<file path="config.mk">
export PLATFORM = sky130hd
export DESIGN_NAME = serial_subtractor
export DESIGN_NICKNAME = d
export VERILOG_FILES = /design/src/rtl/serial_subtractor.sv
export SDC_FILE = /design/constraint.sdc
export NUM_CORES = 1
export LEC_CHECK = 0
export CORE_MARGIN = 8
export CORE_UTILIZATION = 47
export CTS_CLUSTER_SIZE = 40
export DETAILED_ROUTE_END_ITERATION = 16
export MAX_ROUTING_LAYER = met4
export PLACE_DENSITY = 0.74
export SYNTH_ARGS = -nofsm -noshare
export SYNTH_HDL_FRONTEND = slang
export SYNTH_SLANG_ARGS = --single-unit
</file>
<file path="constraint.sdc">
create_clock -name clk -period 1.4 [get_ports clk]
set_clock_uncertainty 0.1 [all_clocks]
set_input_delay 0.21 -clock clk [delete_from_list [all_inputs] [get_ports clk]]
set_output_delay 0.21 -clock clk [all_outputs]
set_load 0.1 [all_outputs]
</file>
<file path="src/rtl/serial_subtractor.sv">
// Bit-serial unsigned subtractor: one full-subtractor cell processes a - b LSB first,
// one bit per clock, and delivers a registered WIDTH-bit difference plus final borrow.
module serial_subtractor #(
   parameter int WIDTH = 8
) (
   input  logic             clk,
   input  logic             rst,
   input  logic             start,
   input  logic [WIDTH-1:0] a,
   input  logic [WIDTH-1:0] b,
   output logic             busy,
   output logic             done,
   output logic [WIDTH-1:0] diff,
   output logic             borrow_out
);

   localparam int CW = $clog2(WIDTH + 1);

   typedef enum logic [1:0] {
      IDLE,
      SHIFT,
      DONE
   } state_t;

   state_t state, state_next;

   logic [WIDTH-1:0] a_sr;
   logic [WIDTH-1:0] b_sr;
   logic [WIDTH-1:0] res_sr;
   logic             br;
   logic [CW-1:0]    cnt;

   logic             d_bit;
   logic             br_next;
   logic             last_bit;
   logic [WIDTH-1:0] res_next;

   // Full-subtractor cell on the current LSBs plus the running borrow.
   always_comb begin
      d_bit    = a_sr[0] ^ b_sr[0] ^ br;
      br_next  = (~a_sr[0] & b_sr[0]) | (~(a_sr[0] ^ b_sr[0]) & br);
      res_next = {d_bit, res_sr[WIDTH-1:1]};
      last_bit = (cnt == CW'(WIDTH - 1));
   end

   always_ff @(posedge clk) begin
      if (rst) begin
         state <= IDLE;
      end else begin
         state <= state_next;
      end
   end

   always_comb begin
      state_next = state;
      busy       = 1'b0;
      done       = 1'b0;
      case (state)
         IDLE: begin
            if (start) begin
               state_next = SHIFT;
            end
         end
         SHIFT: begin
            busy = 1'b1;
            if (last_bit) begin
               state_next = DONE;
            end
         end
         DONE: begin
            done       = 1'b1;
            state_next = IDLE;
         end
         default: begin
            state_next = IDLE;
         end
      endcase
   end

   always_ff @(posedge clk) begin
      if (rst) begin
         a_sr       <= '0;
         b_sr       <= '0;
         res_sr     <= '0;
         br         <= 1'b0;
         cnt        <= '0;
         diff       <= '0;
         borrow_out <= 1'b0;
      end else begin
         case (state)
            IDLE: begin
               if (start) begin
                  a_sr <= a;
                  b_sr <= b;
                  br   <= 1'b0;
                  cnt  <= '0;
               end
            end
            SHIFT: begin
               res_sr <= res_next;
               a_sr   <= a_sr >> 1;
               b_sr   <= b_sr >> 1;
               br     <= br_next;
               cnt    <= cnt + CW'(1);
               // The final bit is folded into the result as it is published.
               if (last_bit) begin
                  diff       <= res_next;
                  borrow_out <= br_next;
               end
            end
            default: begin
            end
         endcase
      end
   end

endmodule

</file>
==> flow_metrics.tcl, run 1 <==
set metrics [dict create \
    peakVddDrop_v 0.000577 \
    grt_max_degree 21 \
    cts_max_path_buffers 2 \
    yosys_warnings 0 \
    multi_input_area_um2 995 \
    overflow 0 \
    synth_edf_count 0 \
    ys_types 32 \
    nFillCells 278 \
    layout.nets 287 \
    period_share_pct 105 \
    path_common_cell "buf_12" \
    drv_cap 0 \
    die_y_um 78.4 \
    initial_core_util_pct 49.2 \
    rows 22 \
    finish.utilization_pct 72.9 \
    viasPerCell 5.40 \
    fp.dieW_um 78.4 \
    syn_inst 219 \
    vias 1702 \
    required_ps 1090 \
    synth_top_area_share_pct 42.7 \
    layout_setup_ws_ps -68.1 \
    crit_chain "buf_6, buf_12, nor2b_4, buf_12" \
    crit_arrival_ps 1160 \
    cts_inserted_buffers 5 \
    layout.area.seq_um2 796 \
    cp_max_fo 2 \
    period_needed_ps 1470 \
    cts.sinks 39 \
    antenna_found_initial 0 \
    end_kind "output port" \
    max_freq_mhz 681 \
    crit_path_top_delay_cell "dfxtp_2" \
    fin_area_um2 2710 \
    outcome "finished, violations left" \
    hold_ws_ps 375 \
    synth_nets 240 \
    dp_hpwl_mm 2.86 \
    path_buf_inv 3 \
    max_stage_delay_ps 350 \
    ant_nets 0 \
    cts_max_level 2 \
    grt_first_pass_wirelength_mm 7.72 \
    first_iter_violations 88 \
    setup_viol 4 \
    yosys.area.top_type "dfxtp_1" \
    ys_ff_latch 39 \
    yosysSeqAreaShare_pct 42.7 \
    synth_area_um2 1830 \
    final_max_slew_viol_count 0 \
    tightestPinTransition_ps 263 \
    cts_tree "yes" \
    hp-class "reg2reg" \
    port_buffers 29 \
    setup_tns_ps -77.5 \
    grt_usage_pct 15.6 \
    rsz0062_at_grt "true" \
    critPathKind "reg2out" \
    p_per_area_nw_per_um2 854 \
    critPathLaunchType "flop" \
    insertedDiodeCount 0 \
    drc 0 \
    globalplace.congestion 0.785 \
    io_pins 30 \
    drive_above_1_share_pct 40.8 \
    clock_latency_ps 290 \
    grt_pass1_vias 1655 \
    async_flop_share_pct 0 \
    syn_avg_cell_area_um2 8.35 \
    wirelength_mm 4.66 \
    drt-pass1-iter-count 4 \
    area_growth_pct 48.0 \
    finalHoldViolations 0 \
    synthTopCellsByArea "dfxtp_1 (43%), a21oi_1 (12%), o221a_2 (8.6%), nor2_1 (4.7%), a21bo_2 (3.8%)" \
    die_area_um2 6140 \
    violations "setup timing" \
    core_area_um2 3720 \
    p_leak_nw 1.05 \
    wl_per_cell_um 14.8 \
    cts.clk_slew.worst_paths_ps 70 \
    place_area_um2 2380 \
    ys.flop_type "dfxtp_1" \
    crit_family "buffers and inverters" \
    root_buffer "clkbuf_8" \
    slew_headroom_pct 82.4 \
]
## worst paths after layout
check        depth (start not counted)  slack [ps]                      to                    from
max                                  4         -70                    done   state[1]$_SDFFE_PP0P_
min                                  2         380  res_sr[3]$_SDFFE_PP0P_  res_sr[4]$_SDFFE_PP0P_
max reg2reg                          6           0    a_sr[4]$_SDFFE_PP0P_   state[1]$_SDFFE_PP0P_
min reg2reg                          2         380  res_sr[3]$_SDFFE_PP0P_  res_sr[4]$_SDFFE_PP0P_
## metal layers
metal  routed length [um]  GRT usage [%]  vias up
met5                    0              -        -
met4                   65           5.74        0
met3                  223           4.21        5
met2                 2330           25.3       37
met1                 2040           18.2      801
li1                     -              -      859
## registers in the layout, indices dropped and copies added (netlist names)
signal      cells
br              1
state           2
res_sr          7
borrow_out      1
cnt             4
a_sr            8
b_sr            8
diff            8
## where the power goes
group          total [mW]  switching, mW  leakage, nW  internal (mW)
clock               0.721          0.381       0.0477          0.341
combinational       0.389          0.189        0.680          0.200
sequential           1.20         0.0426        0.325           1.16
## cells in the final DEF (no fill, tap or decap), drive strengths merged, types with 5 or more instances in the layout
cell and n:
clkdlybuf4s50 18, o221a 14, nor2 23, dfxtp 39, buf 40, inv 16, nand2 18, a21bo 8
nor2b 6, clkbuf 5, a21oi 43, nand3 10
## cell type report
class	count	area share [%]
clock buffer	5	2.54
clock inverter	3	0.555
inverter	16	2.68
multi-input combinational	145	36.7
sequential	39	29.4
tap	48	2.22
timing repair buffer	58	25.6
timing repair inverter	1	0.231
## repair_timing
item                       4_1_cts  5_1_grt
gates cloned                     2        0
pin swaps                        0       11
hold buffers                     0        0
setup endpoints to repair       11       22
gates resized for setup         18       24
buffers inserted                 3        6
## cells in the mapped netlist, types with 2 or more instances
master and n:
a21oi_1 43, dfxtp_1 39, nor2_1 23, nand2_1 18, inv_1 15, o221a_2 14, buf_2 11, nand3_1 10
a21bo_2 7, nor2b_1 6, clkbuf_1 5, o22a_1 4, a211oi_1 2, buf_6 2, nand2b_1 2, o22ai_1 2
## worst reg2reg max path, stage by stage, from the launching register on
cell,delay [ps]
dfxtp_2,340
buf_6,120
buf_12,110
buf_4,190
nor2_4,130
a21oi_1,70
o221a_2,250
## kinds of logic (layout without fill, tap and decap cells)
group	Yosys count	in the layout	share of synthesized area, %
simple gates	64	64	15.8
fa+ha+maj	2	2	1.78
mux	1	1	0.547
compound gates	78	78	30.1
buf+inv	35	83	9.10
flops	39	39	42.7
## through the flow
| stage | worst slack (ps) | total power, mW | std cells |
|---|---|---|---|
| 2_1_floorplan | -87.2 | 1.43 | 219 |
| 3_3_place_gp | -119 | 1.56 | 296 |
| 3_5_place_dp | -139 | 1.56 | 296 |
| 4_1_cts | -71.9 | 2.29 | 309 |
| 5_1_grt | -115 | 2.42 | 315 |
| 6_report | -68.1 | 2.31 | 315 |
Note: power is estimated with default switching activity, not from simulation.
==> run 2, diff against run 1 <==
Settings changed: SKIP_CTS_REPAIR_TIMING from default to 1.
==> run 2 against run 1 <==
Compared with the run above: the flow still finishes with violations (setup timing); worst setup slack got worse by 11 ps; combinational power down 6.4%; cell count shrank 1.6%; sequential share of layout area up 0.82 points; register-to-register slack about the same; core utilization fell by 2.0 points; non-clock buffer count fell by 5; sequential power about the same; die area did not move; critical path type unchanged; largest cell class unchanged; largest power group unchanged.
==> flow_metrics.tcl, run 2 (synthesized netlist as in run 1, its figures left out) <==
set metrics [dict create \
    core_area_um2 3720 \
    worstReg2RegEnd "b_sr[2]$_SDFFE_PP0P_" \
    setup_viol 2 \
    reg_top3 "a_sr x8, b_sr x8, diff x8" \
    end_kind "output port" \
    vias 1673 \
    finalNonFillerCells 310 \
    outcome "finished, violations left" \
    required_ps 1090 \
    setup_tns_ps -118 \
    tightestPinTransition_ps 261 \
    viasPerCell 5.40 \
    grt_first_pass_wirelength_mm 7.16 \
    drc 0 \
    period_needed_ps 1480 \
    crit_chain "buf_8, buf_12, nor2b_4, buf_12" \
    pre_cts_ws_ps -139 \
    die_y_um 78.4 \
    dp_hpwl_mm 2.86 \
    p_leak_nw 1.02 \
    port_buffers 29 \
    drv_cap 0 \
    crit_path_top_delay_cell "dfxtp_2" \
    internal-power_mw 1.68 \
    grt_pass1_vias 1607 \
    p_seq_share_pct 52.3 \
    drt-pass1-iter-count 4 \
    wl_per_cell_um 14.6 \
    regToRegStartpoint "state[1]$_SDFFE_PP0P_" \
    p_per_area_nw_per_um2 872 \
    root_buffer "clkbuf_8" \
    cts_max_path_buffers 2 \
    crit_arrival_ps 1170 \
    drive_above_1_share_pct 37.4 \
    multi_input_area_um2 973 \
    rows 22 \
    max_freq_mhz 676 \
    critPathLaunchType "flop" \
    grt_usage_pct 14.5 \
    violations "setup timing" \
    globalplace.congestion 0.785 \
    layout_setup_ws_ps -78.6 \
    die_area_um2 6140 \
    combPwrFrac_pct 15.9 \
    antenna_found_initial 0 \
    grt_max_degree 29 \
    final_max_slew_viol_count 0 \
    cts_max_level 2 \
    ff2ff_setup_slack_ps 0 \
    mostFrequentLayoutCells "a21oi_1 (36), dfxtp_1 (27), nor2_1 (18), nand2_1 (18), clkdlybuf4s50_1 (18)" \
    max_stage_delay_ps 360 \
    final_common_cell "a21oi_1" \
    layout.area.seq_um2 796 \
    layout.nets 282 \
    cts_inserted_buffers 5 \
    hold_depth 2 \
    path_common_cell "buf_12" \
    slew_headroom_pct 82.6 \
    wirelength_mm 4.52 \
    critPathKind "reg2out" \
    nFillCells 291 \
    rsz0062_at_grt "true" \
    hold_ws_ps 364 \
    switching_share_pct 26.7 \
    initial_core_util_pct 49.2 \
    peakVddDrop_v 0.000479 \
    fp.dieW_um 78.4 \
    cts_tree "yes" \
    clock_latency_ps 290 \
    whs_endpoint "diff[0]$_SDFFE_PP0P_" \
    insertedDiodeCount 0 \
    io_pins 30 \
    area_growth_pct 44.0 \
    ant_nets 0 \
    p_switching_uw 612 \
    worstHoldStart "res_sr[1]$_SDFFE_PP0P_" \
    hp-class "reg2reg" \
    cts.sinks 39 \
    cp_max_fo 4 \
    clkPwrFrac_pct 31.8 \
    overflow 0 \
    cts.clk_slew.worst_paths_ps 80 \
    first_iter_violations 70 \
    finalHoldViolations 0 \
    dpl.cell_count 296 \
    r2r_cells 5 \
    period_share_pct 106 \
]
[run 2: cell types whose count changed in the layout (fill, tap and decap cells not counted), sizes merged]
| cell | before | now |
|---|---|---|
| clkbuf | 5 | 6 |
| buf | 40 | 34 |
[run 2: worst max path at each step]
stage | startpoint | to | slack (ps)
finish | state[1]$_SDFFE_PP0P_ | done | -80
global route | state[1]$_SDFFE_PP0P_ | done | -130
CTS | state[0]$_SDFFE_PP0P_ | busy | -240
detailed placement | start | a_sr[2]$_SDFFE_PP0P_ | -140
global placement | start | a_sr[2]$_SDFFE_PP0P_ | -120
floorplan | state[1]$_SDFFE_PP0P_ | done | -90
[run 2: power groups by stage]
stage	Combinational, mW	Sequential [mW]	Clock [mW]
floorplan	0.219	1.21	0
global placement	0.335	1.22	0
detailed placement	0.343	1.22	0
CTS	0.344	1.20	0.740
global route	0.401	1.21	0.798
finish	0.364	1.20	0.731
[run 2: layout make-up]
cell class / count / area share [%]
clock buffers: 5 / 2.61
repair buffers: 53 / 24.6
flip-flops and latches: 39 / 30.2
clock inverters: 3 / 0.570
repair inverters: 1 / 0.190
inverters: 16 / 2.57
multi-input cells: 145 / 37.0
well taps: 48 / 2.28
[run 2: per-layer routing]
layer	wire (um)	global-route usage [%]	share of wire (%)
met2	2240	22.7	49
met1	2030	16.9	45
met3	175	4.21	3.9
met4	76	6.30	1.7
met5	0	-	0
[run 2: stage by stage]
stage	utilization, %	instance area [um2]	power [mW]
floorplan	-	1860	1.43
global placement	64.1	2380	1.56
detailed placement	64.1	2380	1.56
CTS	66.4	2470	2.28
global route	70.9	2630	2.41
finish	70.9	2630	2.30
[run 2: critical path: cells and delay by family, from the launching register on]
family	cells	cell delay, ps
buffers and inverters	3	370
AND/OR/NAND/NOR	1	140
flip-flops	1	360
